## src/rtl/seq_divmod.sv

```systemverilog
// Sequential unsigned divider. It computes one restoring shift-subtract step per clock and produces quotient and remainder.
// Defining SEQ_DIVMOD_DBZ_FAST_EN makes a zero divisor go from acceptance straight to DONE.
module seq_divmod #(
    parameter int DATAWIDTH = 8
) (
    input  logic                 clk,
    input  logic                 rst,
    input  logic                 start,
    input  logic [DATAWIDTH-1:0] a,
    input  logic [DATAWIDTH-1:0] b,
    output logic                 busy,
    output logic                 done,
    output logic [DATAWIDTH-1:0] quot,
    output logic [DATAWIDTH-1:0] rem,
    output logic                 div_by_zero
);

    localparam int CW = $clog2(DATAWIDTH);
    localparam logic [CW-1:0] LAST_ITER = CW'(DATAWIDTH - 1);

    typedef enum logic [1:0] {
        IDLE = 2'd0,
        RUN  = 2'd1,
        DONE = 2'd2
    } state_t;

    state_t               state_r;
    state_t               state_nx_s;
    logic [CW-1:0]        cnt_r;
    logic [DATAWIDTH-1:0] dvd_r;
    logic [DATAWIDTH-1:0] dvs_r;
    logic [DATAWIDTH-1:0] part_r;

    logic                 last_s;
    logic                 fast_dbz_s;
    logic [DATAWIDTH:0]   shift_s;
    logic                 ge_s;
    logic [DATAWIDTH-1:0] diff_s;
    logic [DATAWIDTH-1:0] part_nx_s;
    logic [DATAWIDTH-1:0] quot_nx_s;

`ifdef SEQ_DIVMOD_DBZ_FAST_EN
    assign fast_dbz_s = (b == {DATAWIDTH{1'b0}});
`else
    assign fast_dbz_s = 1'b0;
`endif

    assign last_s = (cnt_r == LAST_ITER);
    assign busy   = (state_r == RUN);
    assign done   = (state_r == DONE);

    // One restoring iteration. The partial remainder is extended by one bit so it can hold the next dividend bit.
    always_comb begin
        shift_s   = {part_r, dvd_r[DATAWIDTH-1]};
        ge_s      = (shift_s >= {1'b0, dvs_r});
        diff_s    = shift_s[DATAWIDTH-1:0] - dvs_r;
        quot_nx_s = {dvd_r[DATAWIDTH-2:0], ge_s};
        if (ge_s) begin
            part_nx_s = diff_s;
        end else begin
            part_nx_s = shift_s[DATAWIDTH-1:0];
        end
    end

    // Next-state logic.
    always_comb begin
        state_nx_s = state_r;
        case (state_r)
            IDLE, DONE: begin
                if (start) begin
                    state_nx_s = fast_dbz_s ? DONE : RUN;
                end else begin
                    state_nx_s = IDLE;
                end
            end
            RUN: begin
                if (last_s) begin
                    state_nx_s = DONE;
                end else begin
                    state_nx_s = RUN;
                end
            end
            default: state_nx_s = IDLE;
        endcase
    end

    // State register.
    always_ff @(posedge clk or negedge rst) begin
        if (!rst) begin
            state_r <= IDLE;
        end else begin
            state_r <= state_nx_s;
        end
    end

    // Datapath and result registers. The results load only on entry to DONE, so they hold between divisions.
    always_ff @(posedge clk or negedge rst) begin
        if (!rst) begin
            cnt_r       <= {CW{1'b0}};
            dvd_r       <= {DATAWIDTH{1'b0}};
            dvs_r       <= {DATAWIDTH{1'b0}};
            part_r      <= {DATAWIDTH{1'b0}};
            quot        <= {DATAWIDTH{1'b0}};
            rem         <= {DATAWIDTH{1'b0}};
            div_by_zero <= 1'b0;
        end else begin
            case (state_r)
                IDLE, DONE: begin
                    if (start) begin
                        cnt_r  <= {CW{1'b0}};
                        dvd_r  <= a;
                        dvs_r  <= b;
                        part_r <= {DATAWIDTH{1'b0}};
                        if (fast_dbz_s) begin
                            quot        <= {DATAWIDTH{1'b1}};
                            rem         <= a;
                            div_by_zero <= 1'b1;
                        end
                    end
                end
                RUN: begin
                    cnt_r  <= cnt_r + CW'(1);
                    dvd_r  <= quot_nx_s;
                    part_r <= part_nx_s;
                    // A zero divisor naturally yields all-ones quotient and remainder equal to the dividend.
                    if (last_s) begin
                        quot        <= quot_nx_s;
                        rem         <= part_nx_s;
                        div_by_zero <= (dvs_r == {DATAWIDTH{1'b0}});
                    end
                end
                default: begin
                    cnt_r <= {CW{1'b0}};
                end
            endcase
        end
    end

endmodule

```

## config.mk

```make
export PLATFORM = sky130hd
export DESIGN_NAME = seq_divmod
export DESIGN_NICKNAME = d
export VERILOG_FILES = /design/src/rtl/seq_divmod.sv
export SDC_FILE = /design/constraint.sdc
export NUM_CORES = 1
export LEC_CHECK = 0
export ABC_AREA = 1
export CAP_MARGIN = 25
export CORE_AREA = 2 2 81 68
export DETAILED_ROUTE_END_ITERATION = 6
export DIE_AREA = 0 0 83 70
export PLACE_DENSITY = 0.73
export SYNTH_ARGS = -nofsm -noshare
export SYNTH_HDL_FRONTEND = slang
export SYNTH_SLANG_ARGS = --single-unit
```

## constraint.sdc

```tcl
create_clock -name clk -period 4.3 [get_ports clk]
set_clock_uncertainty 0.1 [all_clocks]
set_input_delay 1.075 -clock clk [delete_from_list [all_inputs] [get_ports clk]]
set_output_delay 1.075 -clock clk [all_outputs]
set_load 0.02 [all_outputs]
```

# Word-level counts from Yosys, hierarchy flattened
# Cells that the tools add are included.
# classes
reduce_logical	7
n_addsub	2
muxes	10
n_eq_ne	4
magnitude_cmp	1
# ops
operator	n
8-bit case mux with 2 select lines	2
8-bit 2-to-1 mux	3
9-bit by 8-bit greater-or-equal comparator with 1-bit output	1
8-bit zero test	1
8-bit subtractor	1
3-bit case mux with 2 select lines	1
2-bit AND reduction	3
2-bit case mux with 2 select lines	1
3-bit by 1-bit adder with 3-bit output, second input constant	1
3-bit equality test, second input constant	1
3-bit 2-to-1 mux	1
2-bit by 1-bit equality test with 1-bit output, second input constant	1
2-bit equality test, second input constant	1
2-bit zero test	1
2-bit 2-to-1 mux	1
2-bit != test, second input constant	1
2-bit nonzero test	1
2-bit OR reduction	1
1-bit 2-to-1 mux	1
# totals
in_bits	19
regBits	46
output_inout_bits	19
word_cells	32

# Depth between registers and ports, before layout
# depth
depth_word	4
ltp_mapped	12
ltp_nobuf	12

# Worst setup path before layout
# Ideal clock, no wire load.
# synth_timing
kind	reg2out
from	register state_r[0]
to	output busy
path_stages_with_launch	5
required_ps	3125
n_path_buf	2
slack_ps	2178
arrival_ps	947
path_cell_list	dfrtp_1 > inv_1 > nor2_1 > buf_4 > buf_2
# synth_via
elab_chain_len	1
# synth_rtl
element	line_no	source
from (decl)	27	state_t state_r;
from (signal assigned)	92	state_r <= state_nx_s;
2-bit by 1-bit equality test with 1-bit output	49	assign busy = (state_r == RUN);
to (decl)	11	output logic busy,
# Every way passes these cells.

# Worst setup path after layout
# layout_timing
from	input start
to	register dvd_r[2]
# layout_via
elab_chain_len	2
# layout_rtl
element	line_no	source
from (decl)	8	input logic start,
2-bit != test (no source line)	--	
2-bit AND reduction (no source line)	--	
to (signal assigned)	100	dvd_r <= {DATAWIDTH{1'b0}};
to (signal assigned)	123	dvd_r <= quot_nx_s;
to (decl)	30	logic [DATAWIDTH-1:0] dvd_r;
# Every way passes these cells.
# A chain may end at the register's enable or synchronous reset.

==> results by group <==
Synthesis
  – Mean Syn Cell Area: 8.21 um2
  – Cell Area, Synth: 2420 um2
  – Syn_nets: 325
  – Ys Warns: 0
  – Netlist cell types: 31
  – Mapped Cells: 295
  – Synthesis-stage register bit count: between 40 and 50
  – Sequential area share after synthesis: 47.5%

Layout
  – Most frequent cells in the layout: nand2_1 (87), dfrtp_1 (46), inv_1 (39)
  – Layout cells sized above 1: roughly 8.4%
  – Final nets: 364
  – Most common cell after layout, fill and taps aside: nand2_1
  – Final instance area: 2960 um2
  – N_diodes: 0
  – Layout overhead on the synthesized area: 22.4%

Timing
  – Final Hold Fails: 0
  – Max-slew violations: 0
  – Worst-Margin Slew: 0.861 ns
  – Final Critical Period: 2.94 ns
  – Final setup viols: 0
  – Final period util: roughly 68%
  – Tightest hold margin: 0.382 ns
  – Slew HR: 42.4%
  – Final TNS setup: 0 ns
  – Max Clock Freq: 0.340 GHz
  – RSZ-0062 raised after global routing: no

Run status
  – Status: completed

Clock tree
  – CTS tree: done
  – Htree depth: 2
  – Postcts setup bufs: 0
  – Clk root buf: clkbuf_8
  – CTS sink cnt: 46
  – Largest buffer count on any clock path: 2
  – Clock Latency Late Sink: 0.30 ns
  – Post-CTS sizing: 0
  – Cts bufs inserted: 5
  – Worst-path clk slew: 0.08 ns
  – # hold bufs at CTS: 0

Floorplan
  – Core area: 5130 um2
  – Rows: 24
  – Die Ht: approximately 70 um
  – Die ar.: ~5800 um2
  – Chip Width: 83 um
  – Starting density of the core: 47.2%
  – Ports: 38

Global routing
  – Antenna violations before repair: 0
  – Largest net degree at the start of global routing: 47
  – Total gr overflow: 0
  – Overall routing resource usage: 19.2%
  – Number of global-route vias before repair: roughly 2000
  – First-pass GRT wire length: between 8 and 9 mm

Power and ir drop
  – Switching pwr: 1.29 mW
  – Lkg Pwr: 1.49 nW
  – Power per cell area: 937 nW/um2
  – VDD IR max: 0.000452 V
  – Int Power: around 1.5 mW
  – Comb pwr share: 60.6%
  – Sw frac: between 40 and 50%
  – Part of the power in registers: 27.6%
  – Clock power share: 11.8%

Job
  – Max-cap viol count: 0

Drt
  – Met1 wire length: 2.57 mm
  – 1st-iter DRT viols: 100
  – Met2 WL: 2.18 mm
  – Drc violations: 0
  – Via Count: 1993
  – DRT Pass-1 Iters: 4
  – Via/cell ratio: 4.98
  – WL/cell: 12.8 um
  – Detail Route met3 WL: between 200 and 300 um
  – Highest metal used: met4
  – Post-route ant nets: 0
  – Routed WL: 5.14 mm

Setup path
  – Arrival time at the worst endpoint: about 3.1 ns
  – CP Launch Type: input pin
  – Worst setup path class: in2reg
  – Reg2reg start: state_r[0]$_DFF_PN0_
  – CP startpoint: start
  – CP Capture Type: flip-flop
  – Critical Path RT: 4.41 ns
  – Worst-path maximum fanout: 18

Placed design
  – Dpl cell area: 2830 um2
  – Placer congestion estimate: 0.896
  – HPWL after DPL: 3.73 mm
  – Port Buffers: 37

Min path
  – Worst min path class: reg2reg
  – Hold Startpoint: rem[7]$_DFFE_PN0P_
critical path, stage by stage:
cell	delay, ns
clkdlybuf4s50_1	0.43
inv_1	0.10
nor2_2	0.12
nor2_1	0.69
inv_1	0.36
o21ai_0	0.27
cells by family (layout without fill, tap and decap cells):
family,count (synthesis),after routing,share of synthesized area (%)
flip-flops,46,46,47.5
AND/OR/NAND/NOR,141,141,27.0
buffers and inverters,47,87,8.16
AO/OA/AOI/OAI,47,47,10.3
XOR/XNOR,3,3,1.08
adder cells (fa/ha/maj),11,11,5.99
path summary, 6_finish.rpt:
check / slack [ns] / cells after the start / to
worst max-delay path: 1.36 / 6 / dvd_r[2]$_DFFE_PN0P_
worst min-delay path: 0.38 / 2 / rem[7]$_DFFE_PN0P_
worst max register to register: 1.95 / 6 / dvd_r[2]$_DFFE_PN0P_
worst min register to register: 0.38 / 2 / rem[7]$_DFFE_PN0P_
max in group asynchronous: 3.14 / 2 / part_r[7]$_DFFE_PN0P_
min in group asynchronous: 0.50 / 1 / dvs_r[1]$_DFFE_PN0P_
per-stage QoR:
stage / setup WS (ns) / cells / total power [mW] / utilization (%)
after floorplan: 2.18 / 295 / 2.01 / -
after global placement: 1.20 / 391 / 2.42 / 55.1
after detailed placement: 1.14 / 391 / 2.45 / 55.1
after CTS: 1.39 / 399 / 2.79 / 57.3
after global routing: 1.18 / 400 / 3.06 / 57.7
final: 1.36 / 400 / 2.78 / 57.7
flip-flops by register name, summed over array words and instances, names as in the netlist:
| name | cells |
|---|---|
| cnt_r | 3 |
| div_by_zero | 1 |
| dvd_r | 8 |
| dvs_r | 8 |
| part_r | 8 |
| quot | 8 |
| rem | 8 |
| state_r | 2 |
power groups by stage:
stage | combinational, mW | clock, mW | sequential, mW
6_report | 1.68 | 0.328 | 0.768
5_1_grt | 1.92 | 0.348 | 0.796
4_1_cts | 1.68 | 0.333 | 0.771
3_5_place_dp | 1.67 | 0 | 0.778
3_3_place_gp | 1.65 | 0 | 0.772
2_1_floorplan | 1.16 | 0 | 0.851
cell usage after synthesis, drive strengths merged:
master	instances	area [um2]
nand3b	2	15.0
a22oi	1	7.51
fa	1	20.0
dfrtp	46	1150
xor2	1	8.76
nand4	4	25.0
a21oi	9	45.0
nand2	94	394
xnor2	2	17.5
nor3	1	10.0
or2	1	6.26
inv	40	150
o21ai	33	165
o22ai	1	6.26
clkbuf	1	3.75
buf	6	43.8
a22o	2	17.5
ha	10	125
o31ai	1	7.51
nand3	25	135
nor2	14	67.6
layout make-up:
cell class | count | area, um2
multi-input combinational | 202 | 1080
clock buffer | 5 | 68.8
fill | 468 | 2170
timing repair buffer | 39 | 393
clock inverter | 3 | 43.8
sequential | 46 | 1150
tap | 65 | 81.3
inverter | 40 | 150
per-layer routing:
metal	track usage [%]	vias up
met5	0	-
met4	7.47	0
met3	4.14	10
met2	27.4	62
met1	28.4	899
li1	-	1022
Note: power is estimated with default switching activity, not from simulation.
